**config.mk**
```make
export PLATFORM = sky130hd
export DESIGN_NAME = ram_rw_bridge
export DESIGN_NICKNAME = d
export VERILOG_FILES = /design/src/rtl/ram_rw_bridge.sv
export SDC_FILE = /design/constraint.sdc
export NUM_CORES = 1
export LEC_CHECK = 0
export CORE_AREA = 2 2 219 221
export DETAILED_ROUTE_END_ITERATION = 10
export DIE_AREA = 0 0 221 223
export SKIP_CTS_REPAIR_TIMING = 1
export SYNTH_ARGS = -nofsm -noshare
export SYNTH_HDL_FRONTEND = slang
export SYNTH_SLANG_ARGS = --single-unit
```
**constraint.sdc**
```tcl
create_clock -name clk -period 4.2 [get_ports clk]
set_clock_uncertainty 0.15 [all_clocks]
set_input_delay 0.84 -clock clk [delete_from_list [all_inputs] [get_ports clk]]
set_output_delay 0.84 -clock clk [all_outputs]
set_load 0.1 [all_outputs]
```
**src/rtl/ram_rw_bridge.sv**
```systemverilog
// ram_rw_bridge: arbitrates an instruction-fetch port and a load/store port
// onto one word-indexed RAM port, building byte masks / shifted store data and
// extracting + extending load data.
// Ports:
//   clk, rst_n          clock, async active-low reset
//   if_*                fetch request/response (32-bit instruction, err)
//   ls_*                load/store request/response (size[1:0]=log2 bytes,
//                       size[2]=zero-extend load)
//   ram_*               RAM port: enable, word index, read word (comb from
//                       index), write enable, shifted write word, bit mask
module ram_rw_bridge #(
  parameter int unsigned   AW       = 64,
  parameter int unsigned   DW       = 64,
  parameter logic [AW-1:0] PC_START = 64'h0000_0000_8000_0000
) (
  input  logic          clk,
  input  logic          rst_n,
  input  logic          if_req_i,
  input  logic [AW-1:0] if_addr_i,
  output logic          if_ready_o,
  output logic [31:0]   if_rdata_o,
  output logic          if_err_o,
  input  logic          ls_req_i,
  input  logic          ls_wen_i,
  input  logic [AW-1:0] ls_addr_i,
  input  logic [2:0]    ls_size_i,
  input  logic [DW-1:0] ls_wdata_i,
  output logic          ls_ready_o,
  output logic [DW-1:0] ls_rdata_o,
  output logic          ls_err_o,
  output logic          ram_en_o,
  output logic [AW-1:0] ram_idx_o,
  input  logic [DW-1:0] ram_rdata_i,
  output logic          ram_wen_o,
  output logic [DW-1:0] ram_wdata_o,
  output logic [DW-1:0] ram_wmask_o
);

  localparam int unsigned IW = 32;

  typedef enum logic [1:0] {IDLE, ACCESS, RESP} state_e;

  state_e          state_q, state_d;
  logic            is_ls_q, is_ls_d;
  logic            wen_q, wen_d;
  logic [2:0]      off_q, off_d;
  logic [2:0]      size_q, size_d;
  logic            if_ready_q, if_ready_d;
  logic [IW-1:0]   if_rdata_q, if_rdata_d;
  logic            if_err_q, if_err_d;
  logic            ls_ready_q, ls_ready_d;
  logic [DW-1:0]   ls_rdata_q, ls_rdata_d;
  logic            ls_err_q, ls_err_d;
  logic            ram_en_q, ram_en_d;
  logic [AW-1:0]   ram_idx_q, ram_idx_d;
  logic            ram_wen_q, ram_wen_d;
  logic [DW-1:0]   ram_wdata_q, ram_wdata_d;
  logic [DW-1:0]   ram_wmask_q, ram_wmask_d;

  // Request selected in IDLE (ls wins) and its decoded attributes
  logic            sel_ls;
  logic [AW-1:0]   sel_addr;
  logic [2:0]      sel_size;
  logic [2:0]      sel_off;
  logic [3:0]      sel_nbytes;
  logic            sel_err;
  logic [7:0]      sel_bmask;
  logic [DW-1:0]   rd_shift;
  logic [DW-1:0]   load_ext;

  always_comb begin
    sel_ls     = ls_req_i;
    sel_addr   = sel_ls ? ls_addr_i : if_addr_i;
    sel_size   = sel_ls ? ls_size_i : 3'b010;
    sel_off    = sel_addr[2:0];
    sel_nbytes = 4'(1) << sel_size[1:0];
    sel_err    = (sel_addr < PC_START) |
                 (sel_ls ? (({1'b0, sel_off} + sel_nbytes) > 4'd8)
                         : (sel_addr[1:0] != 2'b00));
    // Only meaningful for non-crossing accesses; crossing ones never reach RAM
    sel_bmask  = 8'(((9'(1) << sel_nbytes) - 9'(1)) << sel_off);
  end

  // Load data: align the captured word, then truncate and extend
  always_comb begin
    rd_shift = ram_rdata_i >> {off_q, 3'b000};
    unique case (size_q[1:0])
      2'd0:    load_ext = size_q[2] ? DW'(rd_shift[7:0])
                                    : {{(DW-8){rd_shift[7]}}, rd_shift[7:0]};
      2'd1:    load_ext = size_q[2] ? DW'(rd_shift[15:0])
                                    : {{(DW-16){rd_shift[15]}}, rd_shift[15:0]};
      2'd2:    load_ext = size_q[2] ? DW'(rd_shift[31:0])
                                    : {{(DW-32){rd_shift[31]}}, rd_shift[31:0]};
      default: load_ext = rd_shift;
    endcase
  end

  // Next-state and registered-output logic
  always_comb begin
    state_d     = state_q;
    is_ls_d     = is_ls_q;
    wen_d       = wen_q;
    off_d       = off_q;
    size_d      = size_q;
    if_ready_d  = 1'b0;
    if_rdata_d  = if_rdata_q;
    if_err_d    = if_err_q;
    ls_ready_d  = 1'b0;
    ls_rdata_d  = ls_rdata_q;
    ls_err_d    = ls_err_q;
    ram_en_d    = 1'b0;
    ram_idx_d   = '0;
    ram_wen_d   = 1'b0;
    ram_wdata_d = '0;
    ram_wmask_d = '0;

    unique case (state_q)
      IDLE: begin
        if (ls_req_i || if_req_i) begin
          is_ls_d = sel_ls;
          wen_d   = sel_ls & ls_wen_i;
          off_d   = sel_off;
          size_d  = sel_size;
          if (sel_err) begin
            // Error responses skip the RAM and return zero data
            state_d = RESP;
            if (sel_ls) begin
              ls_ready_d = 1'b1;
              ls_err_d   = 1'b1;
              ls_rdata_d = '0;
            end else begin
              if_ready_d = 1'b1;
              if_err_d   = 1'b1;
              if_rdata_d = '0;
            end
          end else begin
            state_d   = ACCESS;
            ram_en_d  = 1'b1;
            ram_idx_d = (sel_addr - PC_START) >> 3;
            if (sel_ls && ls_wen_i) begin
              ram_wen_d   = 1'b1;
              ram_wdata_d = ls_wdata_i << {sel_off, 3'b000};
              for (int b = 0; b < 8; b++) begin
                ram_wmask_d[8*b +: 8] = {8{sel_bmask[b]}};
              end
            end
          end
        end
      end
      ACCESS: begin
        // Capture the RAM word into the response registers
        state_d = RESP;
        if (is_ls_q) begin
          ls_ready_d = 1'b1;
          ls_err_d   = 1'b0;
          ls_rdata_d = wen_q ? '0 : load_ext;
        end else begin
          if_ready_d = 1'b1;
          if_err_d   = 1'b0;
          if_rdata_d = off_q[2] ? ram_rdata_i[DW-1:IW] : ram_rdata_i[IW-1:0];
        end
      end
      RESP:    state_d = IDLE;
      default: state_d = IDLE;
    endcase
  end

  // State and output registers
  always_ff @(posedge clk or negedge rst_n) begin
    if (!rst_n) begin
      state_q     <= IDLE;
      is_ls_q     <= 1'b0;
      wen_q       <= 1'b0;
      off_q       <= '0;
      size_q      <= '0;
      if_ready_q  <= 1'b0;
      if_rdata_q  <= '0;
      if_err_q    <= 1'b0;
      ls_ready_q  <= 1'b0;
      ls_rdata_q  <= '0;
      ls_err_q    <= 1'b0;
      ram_en_q    <= 1'b0;
      ram_idx_q   <= '0;
      ram_wen_q   <= 1'b0;
      ram_wdata_q <= '0;
      ram_wmask_q <= '0;
    end else begin
      state_q     <= state_d;
      is_ls_q     <= is_ls_d;
      wen_q       <= wen_d;
      off_q       <= off_d;
      size_q      <= size_d;
      if_ready_q  <= if_ready_d;
      if_rdata_q  <= if_rdata_d;
      if_err_q    <= if_err_d;
      ls_ready_q  <= ls_ready_d;
      ls_rdata_q  <= ls_rdata_d;
      ls_err_q    <= ls_err_d;
      ram_en_q    <= ram_en_d;
      ram_idx_q   <= ram_idx_d;
      ram_wen_q   <= ram_wen_d;
      ram_wdata_q <= ram_wdata_d;
      ram_wmask_q <= ram_wmask_d;
    end
  end

  assign if_ready_o  = if_ready_q;
  assign if_rdata_o  = if_rdata_q;
  assign if_err_o    = if_err_q;
  assign ls_ready_o  = ls_ready_q;
  assign ls_rdata_o  = ls_rdata_q;
  assign ls_err_o    = ls_err_q;
  assign ram_en_o    = ram_en_q;
  assign ram_idx_o   = ram_idx_q;
  assign ram_wen_o   = ram_wen_q;
  assign ram_wdata_o = ram_wdata_q;
  assign ram_wmask_o = ram_wmask_q;

endmodule

```
==> results.json <==
{
  "status": "complete, no violations",
  "dieArea_um2": 49300,
  "io_pins": 558,
  "die-height_um": 223,
  "grt_max_degree": 99,
  "synth_cells": 1693,
  "layout-drive-gt1-share_pct": 8.82,
  "gr-usage-met2_pct": 42.0,
  "io_buffers": 554,
  "ys_warn_count": 0,
  "hold_path_class": "in2async",
  "placed_area_um2": 21000,
  "yosys-top-cells-area": "dfrtp_1 41%, mux2i_1 9.2%, nand2_1 5.8%",
  "synth_largest_area_cell": "dfrtp_1",
  "power_frac_seq_pct": 25.4,
  "synth_xor_area_share_pct": 1.63,
  "rsz0062_at_grt": "no",
  "tightest_slew_ps": 1110,
  "critPathTopFamily": "simple AND/OR/NAND/NOR gates",
  "crit_chain": "clkdlybuf4s50_1 -> or4b_1 -> a221o_1 -> or4_4 -> o31ai_4 -> buf_4 -> o21a_1 -> buf_12 -> a211oi_1",
  "drtIter0Drc": 1159,
  "numCtsBuffers": 29,
  "critical_path_arrival_ps": 3830,
  "cts.sinks": 245,
  "worst_ep_required_time_ps": 4440,
  "post-dp-hpwl_um": 48200,
  "met3_usage_pct": 5.25,
  "pwr-share-comb_pct": 54.7,
  "synth-simple-area-share_pct": 20.0,
  "met1_usage_pct": 31.6,
  "grt_pass1_wl_um": 94300,
  "synth_top_family_by_area": "simple AND/OR/NAND/NOR gates",
  "first_pass_iters": 6,
  "crit_type": "in2reg",
  "cts_tree": "yes",
  "initial_core_util_pct": 31.8,
  "synth_enable_flop_cells": 0,
  "cts_buffer_depth": 3,
  "post-route-util_pct": 46.4,
  "ant_nets": 0,
  "busiest_layer": "met2",
  "drv_cap": 0,
  "place.gp.congestion": 0.929,
  "synth_compound_area_share_pct": 12.7,
  "power.total_mw": 12.2,
  "cp_max_fo": 34,
  "cp-start-kind": "primary input",
  "power.share.switching_pct": 50.4,
  "fin_cells": 2783,
  "routed_via_density": 5.20,
  "syn_to_final_growth_pct": 45.8,
  "setup_viol": 0,
  "synth_cell_types": 66,
  "critPathBufInv": 3,
  "vdd_drop_max_mv": 0.963,
  "relSlewSlack_pct": 25.8,
  "finalCritPeriodShare_pct": 85.6,
  "final_nets": 2413,
  "core_um2": 47100,
  "clk_latency_ps": 560,
  "internal_power_mw": 6.06,
  "yosys.area.top_type_share_pct": 40.8,
  "antenna_found_initial": 2,
  "h-tree-depth": 1,
  "syn_avg_cell_area_um2": 8.87,
  "dp_cells": 2728,
  "final_cell_mix": "549 x clkdlybuf4s50_1, 242 x dfrtp_1, 232 x nand2_1",
  "hold_violations": 0,
  "fin_area_um2": 21900,
  "final_common_cell": "clkdlybuf4s50_1",
  "async_flop_share_pct": 100,
  "drt-total-wl_um": 62800,
  "dp_worst_setup_slack_ps": 70.0,
  "die_x_um": 221,
  "synth_ff_type": "dfrtp_1",
  "muxShareOfSynthArea_pct": 16.5,
  "slowest_stage": "or4b_1",
  "synth_area_um2": 15000,
  "power.density_nw_per_um2": 559,
  "ys_ff_latch": 245,
  "clockRootBuffer": "clkbuf_16",
  "drc": 0,
  "timing.final.ws_setup_ps": 604,
  "synth_adder_area_share_pct": 0.467,
  "slew_viol_final": 0,
  "p_leak_nw": 9.35,
  "finalSetupTns_ps": 0,
  "grt_usage_pct": 24.8,
  "yosysSeqAreaShare_pct": 40.8,
  "worstSetupEndpointType": "flip-flop",
  "holdWs_ps": 172,
  "p_switching_mw": 6.17,
  "fin_crit_ps": 3600,
  "num_vias": 14500,
  "path_clk_slew_ps": 60,
  "wire_per_inst_um": 22.6,
  "num_rows": 80,
  "cp_slowest_stage_delay_ps": 620,
  "overflow": 0,
  "clkPwrFrac_pct": 19.9,
  "max_freq_ghz": 0.278,
  "grt_pass1_vias": 14800
}
cells in the mapped netlist (3+ instances only):
master	n
nor3_1	35
nand2b_1	6
mux2_2	26
nor2b_1	11
clkbuf_1	94
inv_1	35
o2bb2ai_1	8
o21a_1	3
nor2_1	203
mux2i_1	138
buf_6	3
o22ai_1	4
mux4_2	22
or4b_1	4
nand2_1	233
dfrtp_1	245
nand3b_1	3
a31oi_1	17
and3_1	47
buf_1	14
o211ai_1	4
nand3_1	59
buf_2	20
buf_8	3
xnor2_1	17
or3_1	5
o221ai_1	3
or2_2	8
ha_1	4
and2_1	11
a21oi_1	127
a211oi_1	56
buf_4	61
nor4_1	5
or4_4	3
nor3b_1	17
a22oi_1	3
xor2_1	11
mux2_1	27
o21ai_0	57
a311oi_1	9
final timing paths:
check	end	cells past startpoint	startpoint	slack [ps]
setup / recovery	if_rdata_o[5]	9	ls_addr_i[44]	600
hold / removal	ram_wdata_o[6]	1	rst_n	170
setup reg to reg	ls_rdata_o[55]	6	off_q[1]	970
hold reg to reg	ls_rdata_o[19]	1	ls_rdata_o[19]	340
max in group asynchronous	ram_idx_o[15]	2	rst_n	2780
min in group clk	ls_rdata_o[19]	1	ls_rdata_o[19]	340
power by group through the flow:
stage | Sequential (mW) | Combinational, mW | Clock (mW)
floorplan | 5.67 | 2.26 | 0
finish | 3.11 | 6.69 | 2.43
global placement | 3.14 | 6.65 | 0
detailed placement | 3.15 | 6.68 | 0
global route | 3.17 | 7.00 | 2.61
CTS | 3.11 | 6.70 | 2.51
kinds of logic (layout without fill, tap and decap cells):
| family | Yosys count | count (layout) |
|---|---|---|
| simple gates | 660 | 660 |
| mux | 213 | 213 |
| fa+ha+maj | 5 | 5 |
| compound gates | 310 | 310 |
| buf+inv | 231 | 701 |
| other cells | 1 | 6 |
| flops | 245 | 245 |
| xor+xnor | 28 | 28 |
layer usage:
metal,up-vias,routed length [µm]
li1,6771,-
met1,7005,25900
met2,616,30300
met3,87,4570
met4,0,1990
met5,-,0
flip-flops by register name, summed over array words and instances (netlist names):
register / count
ram_en_o: 1
ram_wen_o: 1
is_ls_q: 1
ls_rdata_o: 64
ram_idx_o: 61
off_q: 3
size_q: 3
wen_q: 1
ram_wmask_o: 8
ls_err_o: 1
ls_ready_o: 1
if_ready_o: 1
ram_wdata_o: 64
if_err_o: 1
state_q: 2
if_rdata_o: 32
cell type report:
cell class / count / area [µm²]
fill: 4548 / 25300
multi-input combinational: 1219 / 7800
sequential: 245 / 6130
timing repair buffer: 613 / 6120
clock buffer: 45 / 866
tap: 615 / 769
inverter: 36 / 136
clock inverter: 7 / 46.3
antenna: 3 / 7.51
worst reg2reg max path: cells and delay by family (launching register included):
family,cells,cell delay [ps]
simple gates,3,850
mux,2,690
compound gates,1,680
flops,1,740
(Power assumes the default switching activity.)
